**config.mk**
```make
export PLATFORM = sky130hd
export DESIGN_NAME = asynch_channel_arbiter
export DESIGN_NICKNAME = d
export VERILOG_FILES = /design/src/rtl/asynch_channel_arbiter.sv
export SDC_FILE = /design/constraint.sdc
export NUM_CORES = 1
export LEC_CHECK = 0
export CELL_PAD_IN_SITES_DETAIL_PLACEMENT = 1
export CELL_PAD_IN_SITES_GLOBAL_PLACEMENT = 2
export CORE_MARGIN = 2
export CORE_UTILIZATION = 22
export CTS_CLUSTER_SIZE = 12
export DETAILED_ROUTE_END_ITERATION = 6
export GPL_TIMING_DRIVEN = 1
export HOLD_SLACK_MARGIN = 0.03
export PLACE_DENSITY = 0.87
export SYNTH_ARGS = -nofsm -noshare
export SYNTH_HDL_FRONTEND = slang
export SYNTH_SLANG_ARGS = --single-unit
```
**constraint.sdc**
```tcl
create_clock -name clk -period 2.8 [get_ports clk]
set_input_delay 0.56 -clock clk [delete_from_list [all_inputs] [get_ports clk]]
set_output_delay 0.56 -clock clk [all_outputs]
set_load 0.01 [all_outputs]
```
**src/rtl/asynch_channel_arbiter.sv**
```systemverilog
// Round-robin packet arbiter feeding one asynch channel sender; one IDLE bubble per packet, then beats pass through combinationally.
// Backpressure: ch_ready is routed only to the granted requester; a watchdog drops a grant whose owner stalls mid-packet.
module asynch_channel_arbiter #(
  parameter int NUM_REQ     = 4,
  parameter int DATA_WIDTH  = 4,
  parameter int ID_WIDTH    = 2,
  parameter int STALL_LIMIT = 15
) (
  input  logic                          clk,
  input  logic                          rstnn,
  input  logic [NUM_REQ-1:0]            req_valid,
  input  logic [NUM_REQ-1:0]            req_last,
  input  logic [NUM_REQ*DATA_WIDTH-1:0] req_data,
  output logic [NUM_REQ-1:0]            req_ready,
  output logic                          ch_valid,
  output logic [DATA_WIDTH-1:0]         ch_data,
  output logic [ID_WIDTH-1:0]           ch_id,
  output logic                          ch_last,
  input  logic                          ch_ready,
  output logic [NUM_REQ-1:0]            grant,
  output logic                          abort_pulse
);

  localparam int CNT_W = (STALL_LIMIT > 0) ? $clog2(STALL_LIMIT + 1) : 1;
  localparam int SH_W  = ID_WIDTH + 1;

  typedef enum logic {IDLE, LOCKED} state_t;

  state_t                  state, state_nxt;
  logic [ID_WIDTH-1:0]     grant_idx, grant_idx_nxt;
  logic [ID_WIDTH-1:0]     rr_ptr, rr_ptr_nxt;
  logic [ID_WIDTH-1:0]     winner;
  logic [CNT_W-1:0]        stall_cnt, stall_cnt_nxt;
  logic                    abort_nxt;
  logic                    found;
  logic [2*NUM_REQ-1:0]    dbl;
  logic [NUM_REQ-1:0]      rot;
  logic [SH_W-1:0]         shamt;
  int                      off;
  int                      sum;
  logic                    g_valid, g_last;
  logic [DATA_WIDTH-1:0]   g_data;

  // Rotate requests so bit 0 is the requester just after rr_ptr, then take the lowest set bit.
  always_comb begin
    shamt  = SH_W'(rr_ptr) + SH_W'(1);
    dbl    = {req_valid, req_valid} >> shamt;
    rot    = dbl[NUM_REQ-1:0];
    found  = 1'b0;
    off    = 0;
    for (int k = 0; k < NUM_REQ; k++) begin
      if (!found && rot[k]) begin
        found = 1'b1;
        off   = k;
      end
    end
    sum = int'(rr_ptr) + 1 + off;
    if (sum >= NUM_REQ) sum = sum - NUM_REQ;
    winner = ID_WIDTH'(sum);
  end

  always_comb begin
    g_valid = 1'b0;
    g_last  = 1'b0;
    g_data  = '0;
    for (int i = 0; i < NUM_REQ; i++) begin
      if (grant_idx == ID_WIDTH'(i)) begin
        g_valid = req_valid[i];
        g_last  = req_last[i];
        g_data  = req_data[i*DATA_WIDTH +: DATA_WIDTH];
      end
    end
  end

  always_comb begin
    grant     = '0;
    req_ready = '0;
    ch_valid  = 1'b0;
    ch_data   = '0;
    ch_id     = '0;
    ch_last   = 1'b0;
    if (state == LOCKED) begin
      for (int i = 0; i < NUM_REQ; i++) grant[i] = (grant_idx == ID_WIDTH'(i));
      req_ready = grant & {NUM_REQ{ch_ready}};
      ch_valid  = g_valid;
      ch_data   = g_data;
      ch_last   = g_last;
      ch_id     = grant_idx;
    end
  end

  always_comb begin
    state_nxt     = state;
    grant_idx_nxt = grant_idx;
    rr_ptr_nxt    = rr_ptr;
    stall_cnt_nxt = stall_cnt;
    abort_nxt     = 1'b0;
    case (state)
      IDLE: begin
        if (found) begin
          state_nxt     = LOCKED;
          grant_idx_nxt = winner;
          stall_cnt_nxt = '0;
        end
      end
      LOCKED: begin
        if (g_valid) stall_cnt_nxt = '0;
        else if (stall_cnt != '1) stall_cnt_nxt = stall_cnt + 1'b1;
        // Completion wins over the watchdog when both land in the same cycle.
        if (g_valid && ch_ready && g_last) begin
          state_nxt  = IDLE;
          rr_ptr_nxt = grant_idx;
        end else if ((STALL_LIMIT > 0) && !g_valid && (stall_cnt_nxt == CNT_W'(STALL_LIMIT))) begin
          state_nxt  = IDLE;
          rr_ptr_nxt = grant_idx;
          abort_nxt  = 1'b1;
        end
      end
    endcase
  end

  always_ff @(posedge clk or negedge rstnn) begin
    if (!rstnn) begin
      state       <= IDLE;
      grant_idx   <= '0;
      rr_ptr      <= ID_WIDTH'(NUM_REQ - 1);
      stall_cnt   <= '0;
      abort_pulse <= 1'b0;
    end else begin
      state       <= state_nxt;
      grant_idx   <= grant_idx_nxt;
      rr_ptr      <= rr_ptr_nxt;
      stall_cnt   <= stall_cnt_nxt;
      abort_pulse <= abort_nxt;
    end
  end

  a_grant_onehot: assert property (@(posedge clk) disable iff (!rstnn) $onehot0(grant));
  a_idle_quiet:   assert property (@(posedge clk) disable iff (!rstnn) (state == IDLE) |-> !ch_valid);
  a_ready_owner:  assert property (@(posedge clk) disable iff (!rstnn) (req_ready & ~grant) == '0);

endmodule

```
==> impl_metrics.csv, run 1 <==
group,metric,value,unit
outcome,outcome,"finished clean",
cts,clock_latency,0.24,ns
cts,cts_num_sinks,10,
cells_and_area,final_area,1470,µm²
synthesis,synth_enable_flop_cells,0,
critical_path,cp_max_fo,2,
floorplan,dieArea,4720,µm²
grt,grt_max_degree,15,
power,p_leak,0.5834,nW
cells_and_area,utilization,36.49,%
power,ir_worst_vdd,0.3463,mV
cts,htreeDepth,1,
synthesis,async_flop_share,100.0,%
power,power_density,913.3,nW/µm²
cts,cts_buffers,3,
synthesis,synth_cell_type_count,43,
synthesis,synth_ff_type,"dfrtp_1",
critical_path,cp_slowest_cell,"mux4_2",
cells_and_area,layoutNonFillerInstCount,195,
critical_path,path_common_cell,"clkdlybuf4s50_1",
grt,overflow,0,
place,dp_slack,0.09106,ns
route,postRouteAntennaNets,0,
min_path,worstHoldPathType,"register to register",
route,vias,983,
route,wl_per_cell,15.31,µm
timing,maxSlewHeadroom,63.94,%
critical_path,worstPathArrival,2.14,ns
cts,cts.clk_slew.worst_paths,0.05,ns
floorplan,coreArea,4029,µm²
cells_and_area,synthToLayoutAreaGrowth,59.65,%
synthesis,ys_seq_area_share,27.45,%
floorplan,die_h,68.70,µm
critical_path,cpLargestDelayFamily,"buffers and inverters",
place,place_congestion,0.7656,
route,vias_per_cell,5.041,
timing,finalWorstSetupSlack,0.1029,ns
cts,clockBufferDepth,2,
cells_and_area,drive_above_1_share,13.79,%
timing,fin_crit,2.697,ns
grt,grt_pass1_wl,4850,µm
floorplan,rows,23,
grt,grtUsageTotal,13.74,%
critical_path,start_kind,"primary input",
synthesis,ys.warnings.count,0,
timing,hold_viol,0,
timing,max_freq,370.8,MHz
run,maxCapViolations,0,
timing,rsz0062_at_grt,"false",
timing,finalHoldWorstSlack,0.5695,ns
timing,worst_pin_slew,0.5409,ns
critical_path,cp_data_required_time,2.24,ns
timing,drv_slew,0,
grt,antenna_found_initial,0,
synthesis,synthTopCellsByArea,"dfrtp_1 22%, mux4_2 9.8%, dfstp_2 5.7%",
cts,tritoncts,"yes",
place,dp_hpwl,2440,µm
cts,cts-root-buf,"clkbuf_8",
power,power.total,1.343,mW
timing,clock_skew,0.003857,ns
synthesis,synth_nets,129,
synthesis,synth_top_area_share,21.74,%
timing,fin_crit_sh,96.32,%
synthesis,syn_area_per_cell,9.209,µm²
cells_and_area,nNetsFinal,176,
critical_path,critPathKind,"primary input to output port",
critical_path,crit_buf_inv,2,
critical_path,critPathMaxStageDelay,0.49,ns
floorplan,io_pins,44,
synthesis,ys_seq_elements,10,
grt,grt_pass1_vias,1049,
floorplan,die_w,68.70,µm
synthesis,synth_area,920.9,µm²
synthesis,yosysTopAreaCell,"dfrtp_1",
synthesis,syn_inst,100,
route,first_pass_iters,3,
critical_path,worst_setup_path_end_kind,"output port",
timing,setup_tns,0,ns
place,placed_cells,192,
cells_and_area,diodes,0,
floorplan,initial_core_util,22.86,%
route,drtIter0Drc,13,
place,placed_area,1428,µm²
route,drt-total-wl,2985,µm
place,numPortBuffers,43,
route,route.detailed.drc,0,
critical_path,path_cells,"clkdlybuf4s50_1 > mux4_2 > and2_1 > clkdlybuf4s50_1",
cells_and_area,fill_cells,484,
timing,setup_viol,0,
## worst paths after layout
path                                          startpoint                  endpoint  slack, ns  depth (start not counted)
worst min-delay path            stall_cnt[3]$_DFFE_PN0P_  stall_cnt[3]$_DFFE_PN0P_       0.57                          2
worst max-delay path                        req_valid[2]                  ch_valid       0.10                          4
min in group asynchronous                          rstnn           state$_DFF_PN0_       0.66                          1
max in group asynchronous                          rstnn  grant_idx[0]$_DFFE_PN0P_       1.78                          1
worst min register to register  stall_cnt[3]$_DFFE_PN0P_  stall_cnt[3]$_DFFE_PN0P_       0.57                          2
worst max register to register  stall_cnt[0]$_DFFE_PN0P_     rr_ptr[1]$_DFFE_PN1P_       0.67                          5
## worst reg2reg max path: stages, from the launching register on
cell,delay (ns)
dfrtp_1,0.45
ha_1,0.33
or4bb_1,0.51
a31oi_1,0.28
a22oi_2,0.16
mux2_4,0.33
## registers in the layout, summed over array words and instances (netlist names)
signal / flops
abort_pulse: 1
grant_idx: 2
rr_ptr: 2
stall_cnt: 4
state: 1
## report_power, final
part,switching [mW],internal (mW),total (mW)
clock network,0.0603,0.0945,0.155
logic,0.333,0.511,0.844
registers,0.140,0.204,0.344
## routing by layer
layer | vias to the layer above | track usage, % | part of all wire [%]
met5 | - | 0 | 0
met4 | 0 | 3.676 | 1.0
met3 | 2 | 1.948 | 3.6
met2 | 22 | 28.73 | 58
met1 | 494 | 13.73 | 38
li1 | 465 | - | -
## logic make-up (layout without fill, tap and decap cells)
| family | count (synthesis) | in the layout | share of synthesized area (%) |
|---|---|---|---|
| AOI/OAI and AO/OA | 21 | 21 | 15.76 |
| xor gates and xnor gates | 1 | 1 | 0.9513 |
| muxes | 9 | 9 | 18.07 |
| DFF | 10 | 10 | 27.45 |
| and+or+nand+nor | 45 | 45 | 29.62 |
| adders and majority gates | 2 | 2 | 2.717 |
| buffers and inverters | 12 | 57 | 5.435 |
## cell usage after synthesis (2+ instances only)
master and number:
a21oi_1 7, and2_1 7, and3_1 2, clkbuf_1 5
dfrtp_1 8, dfstp_2 2, ha_1 2, inv_1 5
mux2_4 2, mux2i_1 2, mux4_2 4, nand2_1 2
nand2b_1 2, nand3_1 5, nand3b_1 2, nor2_1 9
nor2b_1 5, o21ai_0 3, or3_1 2
## timing repair
| item | 4_1_cts | 5_1_grt |
|---|---|---|
| buffers inserted | 0 | 0 |
| resized for setup | 1 | 0 |
| hold buffers | 0 | 0 |
| setup endpoints to repair | 2 | 0 |
## layout by cell type, fill, tap and decap left out, types with 3 or more instances in the layout
master,synthesis,layout
clkbuf_8,0,3
and2_1,7,7
mux4_2,4,4
inv_1,5,5
o21ai_0,3,3
dfrtp_1,8,7
nor2b_1,5,5
a21oi_1,7,7
buf_4,1,6
nor2_1,9,9
nand3_1,5,5
clkdlybuf4s50_1,0,43
## area by class of cell
type	instances	area (µm²)	area share, %
clock buffer	3	41.29	2.809
inverter	5	18.77	1.277
multi-input combinational	78	618.1	42.04
sequential	10	254.0	17.28
tap	50	62.56	4.255
timing repair buffer	49	475.5	32.34
Note: power is estimated with default switching activity, not from simulation.
==> run 2, diff against run 1 <==
--- a/config.mk
+++ b/config.mk
@@ -8,12 +8,12 @@
 export CELL_PAD_IN_SITES_DETAIL_PLACEMENT = 1
 export CELL_PAD_IN_SITES_GLOBAL_PLACEMENT = 2
 export CORE_MARGIN = 2
-export CORE_UTILIZATION = 22
+export CORE_UTILIZATION = 24
 export CTS_CLUSTER_SIZE = 12
 export DETAILED_ROUTE_END_ITERATION = 6
 export GPL_TIMING_DRIVEN = 1
 export HOLD_SLACK_MARGIN = 0.03
-export PLACE_DENSITY = 0.87
+export PLACE_DENSITY = 0.93
 export SYNTH_ARGS = -nofsm -noshare
 export SYNTH_HDL_FRONTEND = slang
 export SYNTH_SLANG_ARGS = --single-unit
==> constraint.sdc (replaced) <==
create_clock -name clk -period 3.4 [get_ports clk]
set_input_delay 0.68 -clock clk [delete_from_list [all_inputs] [get_ports clk]]
set_output_delay 0.68 -clock clk [all_outputs]
set_load 0.01 [all_outputs]
==> run 2 against run 1 <==
Setup slack gained 0.22 ns. Critical path depth is the same. Register-to-register slack gained 0.54 ns. Flip-flop and latch count is the same. Sequential power shrank 19%. Worst hold slack gained 0.0091 ns.
==> impl_metrics.csv, run 2 (same netlist as run 1, synthesis figures left out) <==
group,metric,value,unit
route,vias,952,
cts,tritoncts,"yes",
route,route.detailed.drc,0,
floorplan,rows,22,
cts,cts_num_sinks,10,
timing,maxSlewHeadroom,58.66,%
critical_path,crit_buf_inv,2,
route,first_pass_iters,4,
floorplan,die_w,65.95,µm
critical_path,worst_setup_path_end_kind,"output port",
timing,finalHoldWorstSlack,0.5785,ns
timing,max_freq,325.3,MHz
power,ir_worst_vdd,0.2819,mV
cts,cts_resized,0,
floorplan,io_pins,44,
cells_and_area,synthToLayoutAreaGrowth,56.66,%
run,maxCapViolations,0,
timing,setup_viol,0,
critical_path,cp_max_fo,6,
timing,drv_slew,0,
critical_path,critPathKind,"primary input to output port",
timing,finalWorstSetupSlack,0.3256,ns
floorplan,dieArea,4349,µm²
floorplan,die_h,65.95,µm
cells_and_area,nNetsFinal,171,
cells_and_area,diodes,0,
timing,clock_skew,0.004111,ns
critical_path,path_cells,"clkdlybuf4s50_1 > mux4_2 > and2_1 > clkdlybuf4s50_1",
cts,cts.clk_slew.worst_paths,0.05,ns
cells_and_area,drive_above_1_share,10.64,%
route,drtIter0Drc,37,
cells_and_area,utilization,39.11,%
critical_path,critPathMaxStageDelay,0.55,ns
cts,postCtsSetupBuffers,0,
cts,clockBufferDepth,2,
critical_path,worstPathArrival,2.39,ns
critical_path,cp_slowest_cell,"mux4_2",
critical_path,path_common_cell,"clkdlybuf4s50_1",
cells_and_area,largest_reg_flops,4,
timing,worst_pin_slew,0.6145,ns
route,drt-total-wl,2890,µm
critical_path,start_kind,"primary input",
cells_and_area,final_common_cell,"clkdlybuf4s50_1",
timing,hold_viol,0,
outcome,outcome,"finished clean",
timing,fin_crit,3.074,ns
cells_and_area,final_cell_mix,"43 x clkdlybuf4s50_1, 9 x nor2_1, 8 x dfrtp_1",
cts,clock_latency,0.24,ns
cells_and_area,top_register,"stall_cnt",
timing,rsz0062_at_grt,"false",
power,p_leak,0.5674,nW
cells_and_area,largestRegisters,"stall_cnt (4), grant_idx (2), rr_ptr (2)",
place,numPortBuffers,43,
route,vias_per_cell,5.037,
cts,cts_buffers,3,
critical_path,cpLargestDelayFamily,"buffers and inverters",
grt,grtUsageTotal,13.88,%
min_path,worstHoldPathType,"register to register",
grt,overflow,0,
cts,htreeDepth,1,
grt,antenna_found_initial,0,
cts,cts_hold_buf,0,
grt,grt_pass1_vias,1005,
grt,grt_max_degree,15,
place,dp_hpwl,2337,µm
grt,grt_pass1_wl,4623,µm
floorplan,coreArea,3689,µm²
timing,setup_tns,0,ns
route,postRouteAntennaNets,0,
critical_path,cp_data_required_time,2.72,ns
timing,fin_crit_sh,90.42,%
place,place_congestion,0.7990,
power,power_density,769.9,nW/µm²
cts,cts-root-buf,"clkbuf_8",
place,dp_slack,0.3153,ns
route,wl_per_cell,15.29,µm
cells_and_area,fill_cells,437,
floorplan,initial_core_util,24.97,%
[run 2: stage by stage]
stage / area [µm²] / total power [mW] / std cells
6_report: 1443 / 1.111 / 189
5_1_grt: 1443 / 1.195 / 189
4_1_cts: 1443 / 1.131 / 189
3_5_place_dp: 1388 / 0.9669 / 185
3_3_place_gp: 1388 / 0.9436 / 185
2_1_floorplan: 920.9 / 0.6526 / 100
[run 2: layer usage]
layer / up-vias / part of all wire (%) / wire length (µm) / GRT usage, %
li1: 455 / - / - / -
met2: 26 / 57 / 1639 / 28.28
met3: 2 / 4.0 / 116 / 3.407
met1: 469 / 39 / 1120 / 14.17
met5: - / 0 / 0 / 0
met4: 0 / 0.52 / 15 / 2.296
[run 2: final cells by class]
cell class / instances / area, µm² / share of cell area [%]
inverter: 5 / 18.77 / 1.301
tap: 48 / 60.06 / 4.163
multi-input combinational: 78 / 618.1 / 42.84
sequential: 10 / 252.7 / 17.52
timing repair buffer: 44 / 437.9 / 30.36
clock buffer: 4 / 55.05 / 3.816
[run 2: final timing paths]
kind	from	end	slack (ns)	cells past startpoint
max	req_valid[3]	ch_valid	0.33	4
min reg2reg	stall_cnt[3]$_DFFE_PN0P_	stall_cnt[3]$_DFFE_PN0P_	0.58	2
max in group asynchronous	rstnn	rr_ptr[1]$_DFFE_PN1P_	2.28	1
min	stall_cnt[3]$_DFFE_PN0P_	stall_cnt[3]$_DFFE_PN0P_	0.58	2
max reg2reg	stall_cnt[0]$_DFFE_PN0P_	rr_ptr[1]$_DFFE_PN1P_	1.21	5
min in group asynchronous	rstnn	abort_pulse$_DFF_PN0_	0.77	1
[run 2: worst reg2reg max path, delay by kind of cell (launching register included)]
kind,cells,cell delay [ns]
muxes,1,0.33
and+or+nand+nor,1,0.53
DFF,1,0.45
AOI/OAI and AO/OA,2,0.48
adders and majority gates,1,0.32
[run 2: report_power, final]
part	switching [mW]	internal [mW]
Combinational	0.267	0.410
Clock	0.0520	0.102
Sequential	0.113	0.167
Total	0.432	0.678
==> run 3, diff against run 2 <==
--- a/config.mk
+++ b/config.mk
@@ -9,6 +9,7 @@
 export CELL_PAD_IN_SITES_GLOBAL_PLACEMENT = 2
 export CORE_MARGIN = 2
 export CORE_UTILIZATION = 24
+export CTS_CLUSTER_DIAMETER = 150
 export CTS_CLUSTER_SIZE = 12
 export DETAILED_ROUTE_END_ITERATION = 6
 export GPL_TIMING_DRIVEN = 1
==> results of run 3 <==
Same layout as run 2: the final DEF is identical, and so are final timing and power.
